==> config.mk <==
export PLATFORM = sky130hd
export DESIGN_NAME = sdram_arbiter
export DESIGN_NICKNAME = d
export VERILOG_FILES = /design/src/rtl/sdram_types.sv /design/src/rtl/sdram_rr_pick.sv /design/src/rtl/sdram_arbiter.sv
export SDC_FILE = /design/constraint.sdc
export NUM_CORES = 1
export LEC_CHECK = 0
export ABC_AREA = 1
export CAP_MARGIN = 20
export CORE_MARGIN = 2
export CORE_UTILIZATION = 45
export CTS_BUF_LIST = sky130_fd_sc_hd__clkbuf_4 sky130_fd_sc_hd__clkbuf_8
export CTS_CLUSTER_DIAMETER = 100
export DETAILED_ROUTE_END_ITERATION = 10
export PLACE_DENSITY_LB_ADDON = 0.2
export SLEW_MARGIN = 30
export SYNTH_ARGS = -nofsm -noshare
export SYNTH_HDL_FRONTEND = slang
export SYNTH_HIERARCHICAL = 1
export SYNTH_SLANG_ARGS = --single-unit
==> constraint.sdc <==
create_clock -name clkSYS -period 3 [get_ports clkSYS]
set_input_delay 0.45 -clock clkSYS [delete_from_list [all_inputs] [get_ports clkSYS]]
set_output_delay 0.45 -clock clkSYS [all_outputs]
set_load 0.03 [all_outputs]
==> src/rtl/sdram_types.sv <==
// sdram_types: shared client count and arbiter state encoding
package sdram_types;
  localparam int NCLIENT = 4;
  typedef enum logic {IDLE, ISSUE} arb_state_t;
endpackage

==> src/rtl/sdram_rr_pick.sv <==
// sdram_rr_pick: combinational 4-way round-robin picker, first eligible at or after ptr
module sdram_rr_pick
  import sdram_types::*;
(
  input  logic [NCLIENT-1:0] eligible,
  input  logic [1:0]         ptr,
  output logic               any,
  output logic [1:0]         idx
);
  always_comb begin
    idx = ptr;
    for (int k = NCLIENT - 1; k >= 0; k--)
      if (eligible[ptr + 2'(k)]) idx = ptr + 2'(k);
  end
  assign any = |eligible;
endmodule

==> src/rtl/sdram_arbiter.sv <==
// sdram_arbiter: round-robin arbiter of four clients onto the SDRAM request port with read return demux
module sdram_arbiter
  import sdram_types::*;
#(
  parameter int AN     = 24,
  parameter int DN     = 16,
  parameter int BURST  = 8,
  parameter int MAXOUT = 2
) (
  input  logic                       clkSYS,
  input  logic                       n_reset,
  input  logic [NCLIENT-1:0][AN-1:0] c_addr,
  input  logic [NCLIENT-1:0][DN-1:0] c_data,
  input  logic [NCLIENT-1:0]         c_req,
  input  logic [NCLIENT-1:0]         c_wr,
  output logic [NCLIENT-1:0]         c_ack,
  output logic [DN-1:0]              c_rdata,
  output logic [NCLIENT-1:0]         c_rvalid,
  output logic [AN-1:0]              req_addr,
  output logic [DN-1:0]              req_data,
  output logic [1:0]                 req_id,
  output logic                       req,
  output logic                       req_wr,
  input  logic                       req_ack,
  input  logic [DN-1:0]              mem_data,
  input  logic [1:0]                 mem_id,
  input  logic                       mem_valid,
  output logic                       err
);
  localparam int WW = BURST > 1 ? $clog2(BURST) : 1;
  localparam int OW = $clog2(MAXOUT + 1);
  arb_state_t          state;
  logic [1:0]          ptr;
  logic [1:0]          pick;
  logic                any;
  logic [NCLIENT-1:0]  eligible;
  logic [OW-1:0]       outst [NCLIENT];
  assign c_ack = (req && req_ack) ? NCLIENT'(1) << req_id : '0;
  sdram_rr_pick u_pick (
    .eligible (eligible),
    .ptr      (ptr),
    .any      (any),
    .idx      (pick)
  );
  for (genvar i = 0; i < NCLIENT; i++) begin : g_cl
    logic [WW-1:0] wcnt;
    logic          hit;
    logic          inc;
    logic          dec;
    assign eligible[i] = c_req[i] && (c_wr[i] || outst[i] < OW'(MAXOUT));
    assign hit = mem_valid && mem_id == 2'(i);
    assign inc = c_ack[i] && !req_wr;
    assign dec = hit && wcnt == WW'(BURST - 1) && outst[i] != '0;
    always_ff @(posedge clkSYS)
      if (!n_reset) begin
        wcnt     <= '0;
        outst[i] <= '0;
      end else begin
        if (hit) wcnt <= (wcnt == WW'(BURST - 1)) ? '0 : wcnt + 1'b1;
        outst[i] <= outst[i] + OW'(inc) - OW'(dec);
      end
  end
  always_ff @(posedge clkSYS)
    if (!n_reset) begin
      state    <= IDLE;
      ptr      <= '0;
      req      <= 1'b0;
      req_wr   <= 1'b0;
      req_id   <= '0;
      req_addr <= '0;
      req_data <= '0;
      c_rdata  <= '0;
      c_rvalid <= '0;
      err      <= 1'b0;
    end else begin
      c_rdata  <= mem_data;
      c_rvalid <= mem_valid ? NCLIENT'(1) << mem_id : '0;
      err      <= err | (mem_valid && outst[mem_id] == '0);
      if (state == IDLE && any) begin
        state    <= ISSUE;
        req      <= 1'b1;
        req_id   <= pick;
        req_wr   <= c_wr[pick];
        req_addr <= c_addr[pick];
        req_data <= c_data[pick];
      end else if (state == ISSUE && req_ack) begin
        state <= IDLE;
        req   <= 1'b0;
        ptr   <= req_id + 2'd1;
      end
    end
endmodule

Yosys cells after proc, flatten, opt, wreduce, memory -nomap -nowiden. Memory sizes are Yosys's and may differ from the RTL's. Cells that the tools add are included. W data, S select, Z words.

Flip-flop bits (word level): 79. Bits in writable memories: 8. Input port bits: 190. Output and inout bits: 69. Logic and storage cells: 124. Memories kept: 1.

$add $sub $neg: 16. Magnitude comparators: 9. Equality and inequality tests: 7. Shift-type cells: 2. Muxes and demuxes: 31. Bitwise logic cells: 7. Reduce and logical (&&, ||, !) cells: 38.

Memories: outst (words 4, bits a word 2, read ports 5, clocked after Yosys merged registers in 0, wr ports 4, RTL line sdram_arbiter.sv:37) `logic [OW-1:0] outst [NCLIENT];`.

Operators with widths (count): $bmux W24 S2 (1); $bmux W16 S2 (1); $mux W24 (1); $logic_and A1 B1 Y1 (23); $mux W16 (1); $mux W2 (8); $lt A2 B3 Y1 const B (5); $add A3 B1 Y3 const B (4); $eq A3 B3 Y1 const B (4); $mux W3 (4); $bmux W1 S2 (5); $reduce_bool A2 Y1 (5); $mux W1 (9); $add A2 B1 Y2 (4); $lt A2 B2 Y1 const B (4); $shl A1 B2 Y4 const A (2); $sub A2 B1 Y2 (4); $or A1 B1 Y1 (5); $add A2 B1 Y2 const B (2); $add A2 B2 Y2 const B (2); $eq A2 B2 Y1 const B (2); $logic_not A2 Y1 (2); $logic_or A1 B1 Y1 (4); $mux W4 (1); other kinds (5) (7).

Depth between registers and ports, before layout.
Depth in word-level cells: 11. Depth in mapped cells: 20. Gate-level depth less buffers: 18.

Cells and area by module. The synthesis kept the hierarchy.

By module, submodules not included: sdram_arbiter (times used 1, cells each 734, area each 5008.6 um2); sdram_rr_pick (times used 1, cells each 50, area each 217.7 um2).

Least setup slack after synthesis. No wires, ideal clock.

Path type: input to register. Start: input port c_wr[3]. End: register req_addr[16]. Library setup time: 0.109 ns. Arrival: 1.926 ns. Required time: 2.891 ns. Setup slack: 0.965 ns. Stages: 19. Path through: inv_1 > a21boi_0 > inv_1 > nand2_1 > nand3_1 > nand2_1 > inv_2 > nand2_1 > nand2_1 > nand3_1 > nand2_1 > buf_6 > buf_12 > nor2_1 > nor2_1 > o21ai_1 > o211ai_2 > nand2_1 > inv_1.

Cells in the longest elaborated chain, start to end: 10.

Ends and longest elaborated chain: from (decl) (RTL line sdram_arbiter.sv:15) `input logic [NCLIENT-1:0] c_wr,`; $logic_or A1 B1 Y1 (*) (RTL line sdram_arbiter.sv:50) `assign eligible[i] = c_req[i] && (c_wr[i] || outst[i] < OW'(MAXOUT));`; $logic_and A1 B1 Y1 (*) (RTL line sdram_arbiter.sv:50); net eligible[3] (RTL line sdram_arbiter.sv:36) `logic [NCLIENT-1:0] eligible;`; $bmux W1 S2 (RTL line sdram_rr_pick.sv:13) `if (eligible[ptr + 2'(k)]) idx = ptr + 2'(k);`; $mux W1 (not written as such) (RTL line sdram_rr_pick.sv:13); $mux W2 (3 in series) (RTL line sdram_rr_pick.sv:13); $mux W2 (*) (RTL line sdram_rr_pick.sv:13); net pick[0] (RTL line sdram_arbiter.sv:34) `logic [1:0] pick;`; $bmux W24 S2 (*) (RTL line sdram_arbiter.sv:84) `req_addr <= c_addr[pick];`; $mux W24 (not written as such) (*) (RTL line sdram_arbiter.sv:84); to (signal assigned) (RTL line sdram_arbiter.sv:84); to (decl) (RTL line sdram_arbiter.sv:19) `output logic [AN-1:0] req_addr,`.

The timed path passes the listed nets; every way through them passes the cells marked *. The select of a mux whose other input is x is not followed. A chain may end at the register's enable or synchronous reset.

Worst setup path in the final report.
Start: input port c_wr[3]. End: register req_data[1].

Cells in the longest elaborated chain, start to end: 10.

Ends and longest elaborated chain: $logic_or A1 B1 Y1 (*) (RTL line sdram_arbiter.sv:50); $logic_and A1 B1 Y1 (*) (RTL line sdram_arbiter.sv:50); net eligible[3] (RTL line sdram_arbiter.sv:36); $bmux W1 S2 (RTL line sdram_rr_pick.sv:13); $mux W1 (not written as such) (RTL line sdram_rr_pick.sv:13); $mux W2 (3 in series) (RTL line sdram_rr_pick.sv:13); $mux W2 (*) (RTL line sdram_rr_pick.sv:13); net pick[0] (RTL line sdram_arbiter.sv:34); $bmux W16 S2 (*) (RTL line sdram_arbiter.sv:85) `req_data <= c_data[pick];`; $mux W16 (not written as such) (*) (RTL line sdram_arbiter.sv:85); to (signal assigned) (RTL line sdram_arbiter.sv:85); to (decl) (RTL line sdram_arbiter.sv:20) `output logic [DN-1:0] req_data,`.

Marks and branches as above.

==> flow_summary.toml <==
[detailed_routing]
wl_met2_um = 7670
first_pass_iters = 6
detail_route.wl_per_cell_um = 13.3
dr_wl_met3_um = 1070
wl_met1_um = 6400
routed_via_density = 4.90
ant_nets = 0
drc = 0
wl_um = 15600
drt_iter0_drc = 285
num_vias = 5735
highest_layer = "met4"

[power_and_ir_drop]
ir_drop_mv = 0.257
swShare = 0.375
seqPwrFrac = 0.351
p_per_area_nw_per_um2 = 472
pwr-share-comb = 0.441
intPower_mw = 2.38
power.net_switching_mw = 1.43
p_leak_nw = 3.74
clockPowerShare = 0.208

[timing]
period_share = 0.817
slew_headroom = 0.583
min_period_ps = 2450
hold_ws_ps = 454
finClkSkew_ps = 9.53
max_freq_mhz = 408
rsz0062_at_grt = "false"
hold_violations = 0
drv_slew = 0
worst_pin_slew_ps = 626
setup_tns_ps = 0
setup_viol = 0

[placed_design]
gp_congestion = 0.830
placed_cell_area_um2 = 7880
hpwlAfterDp_um = 11800
numPortBuffers = 258

[worst_setup_path]
cp.arrival_ps = 2760
critPathKind = "in -> reg"
cp.required_ps = 3310
startpoint_type = "input port"
cp-end-kind = "flip-flop"
cp_max_fo = 37

[cells_and_area]
drive_above_1_share = 0.0759
postLayoutCellArea_um2 = 8060
area_growth_pct = 54.3
layout_commonest_cell = "clkdlybuf4s50_1"
final_core_util = 0.709
n_antenna_cell = 0
final_cell_mix = "258 x clkdlybuf4s50_1, 226 x nor2_1, 100 x inv_1"
fin_nets = 1233

[job]
drv_cap = 0

[die]
num_rows = 39
die_area_um2 = 12500
die_w_um = 112
start_util = 0.460
coreArea_um2 = 11400
io_pins = 259
die_y_um = 112

[clock_tree]
cts-resized-gates = 0
cts_tree = "done"
clock_path_buffers = 2
cts.sinks = 87
hold_buffers = 0
clk-insertion-delay-late_ps = 360
cts_max_level = 3
post-cts-setup-buffer-count = 0
clkTransAtPathRegs_ps = 90
cts-root-buf = "clkbuf_8"
cts_made_buffers = 9

[yosys]
synth-seq-cells = 87
synthCells = 784
synth_warnings = 6
synth.avg_cell_area_um2 = 6.67
synth-seq-area-share = 0.333
yosys.area.top_type_share = 0.333
synth_area_um2 = 5230
synth_cell_types = 32
synthesis.nets = 994
yosysTopAreaCell = "dfxtp_1"
ys_top_cells_by_area = "dfxtp_1 33%, nor2_1 16%, o211ai_2 7.9%"

[global_routing]
grt_pass1_wl_um = 24600
grt_usage = 0.242
grt_overflow = 0
grt_antenna_before_repair = 0
grt_pass1_vias = 5225
grt_max_degree = 55

[run_status]
status = "completed"

[min_path]
hp-class = "reg -> reg"
## logic make-up (layout without fill, tap and decap cells)
kind of cell,Yosys count,in the layout,synth area share
flops,87,87,0.333
buf+inv,151,395,0.133
fa+ha+maj,20,20,0.0479
xor+xnor,4,4,0.00670
compound gates,162,162,0.209
simple gates,360,360,0.270
## cells in the mapped netlist
| cell | n |
|---|---|
| nand3b_1 | 1 |
| inv_2 | 5 |
| buf_4 | 6 |
| buf_2 | 13 |
| o21a_1 | 2 |
| o211a_1 | 1 |
| nand2_2 | 2 |
| a21oi_1 | 20 |
| o211ai_1 | 8 |
| o21ai_0 | 56 |
| inv_1 | 100 |
| o21ai_1 | 40 |
| clkbuf_1 | 14 |
| nor3b_1 | 1 |
| buf_8 | 3 |
| nand3_1 | 14 |
| buf_1 | 1 |
| clkbuf_2 | 3 |
| nor2_4 | 1 |
| a21boi_0 | 2 |
| nand2_1 | 101 |
| inv_6 | 1 |
| dfxtp_1 | 87 |
| nor2_2 | 3 |
| nor2_1 | 226 |
| buf_12 | 1 |
| nand4_1 | 1 |
| o211ai_2 | 33 |
| xnor2_1 | 4 |
| nor3_1 | 10 |
| buf_6 | 4 |
| ha_1 | 20 |
## layout make-up
type | instances | area, um2
fill | 979 | 3310
timing repair buffer | 273 | 2760
clock inverter | 4 | 28.8
inverter | 106 | 403
clock buffer | 12 | 159
tap | 143 | 179
multi-input combinational | 546 | 2800
sequential | 87 | 1740
## path summary, 6_finish.rpt
path | from | endpoint | cells past startpoint | slack [ps]
max reg2reg | outst[3][1]$_SDFF_PN0_ | req_data[1]$_SDFFE_PN0P_ | 18 | 780
min | err$_SDFF_PN0_ | err$_SDFF_PN0_ | 2 | 450
max | c_wr[3] | req_data[1]$_SDFFE_PN0P_ | 20 | 550
min reg2reg | err$_SDFF_PN0_ | err$_SDFF_PN0_ | 2 | 450
## power by group through the flow
stage               sequential, mW  combinational [mW]  clock [mW]
detailed placement            1.36                1.68           0
finish                        1.33                1.68       0.791
floorplan                     1.56               0.862           0
global route                  1.35                1.84       0.862
CTS                           1.34                1.69       0.817
global placement              1.36                1.67           0
## routing by layer
metal	global-route usage	vias up
li1	-	2942
met1	0.276	2576
met2	0.434	188
met3	0.0566	29
met4	0.100	0
met5	0	-
## stage by stage
step | setup WS [ps] | power, mW | cells
after floorplan | 965 | 2.42 | 784
after detailed placement | 178 | 3.05 | 1155
after global routing | 219 | 4.05 | 1171
after CTS | 555 | 3.84 | 1171
final | 549 | 3.80 | 1171
after global placement | 229 | 3.03 | 1155
## critical path: stages
cell and delay [ps]:
clkdlybuf4s50_1 450, inv_1 40, a21boi_0 240, inv_1 90, nand2_1 90, nand3_1 100, nand2_1 80, inv_2 30
nand2_1 40, nand2_1 60, nand2_1 60, nand2_1 60, nand2_2 140, buf_4 340, nor2_1 90, nor2_1 90
o21ai_0 90, o211ai_1 90, nand2_1 70, inv_1 50
## sequential cells by signal, summed over array words and instances, names as in the netlist, 2 cells and up
register   flops
c_rvalid       4
g_cl.wcnt     12
outst          8
req_data      16
ptr            2
req_addr      24
c_rdata       16
req_id         2
No activity file was read; power rests on OpenSTA's default activity.
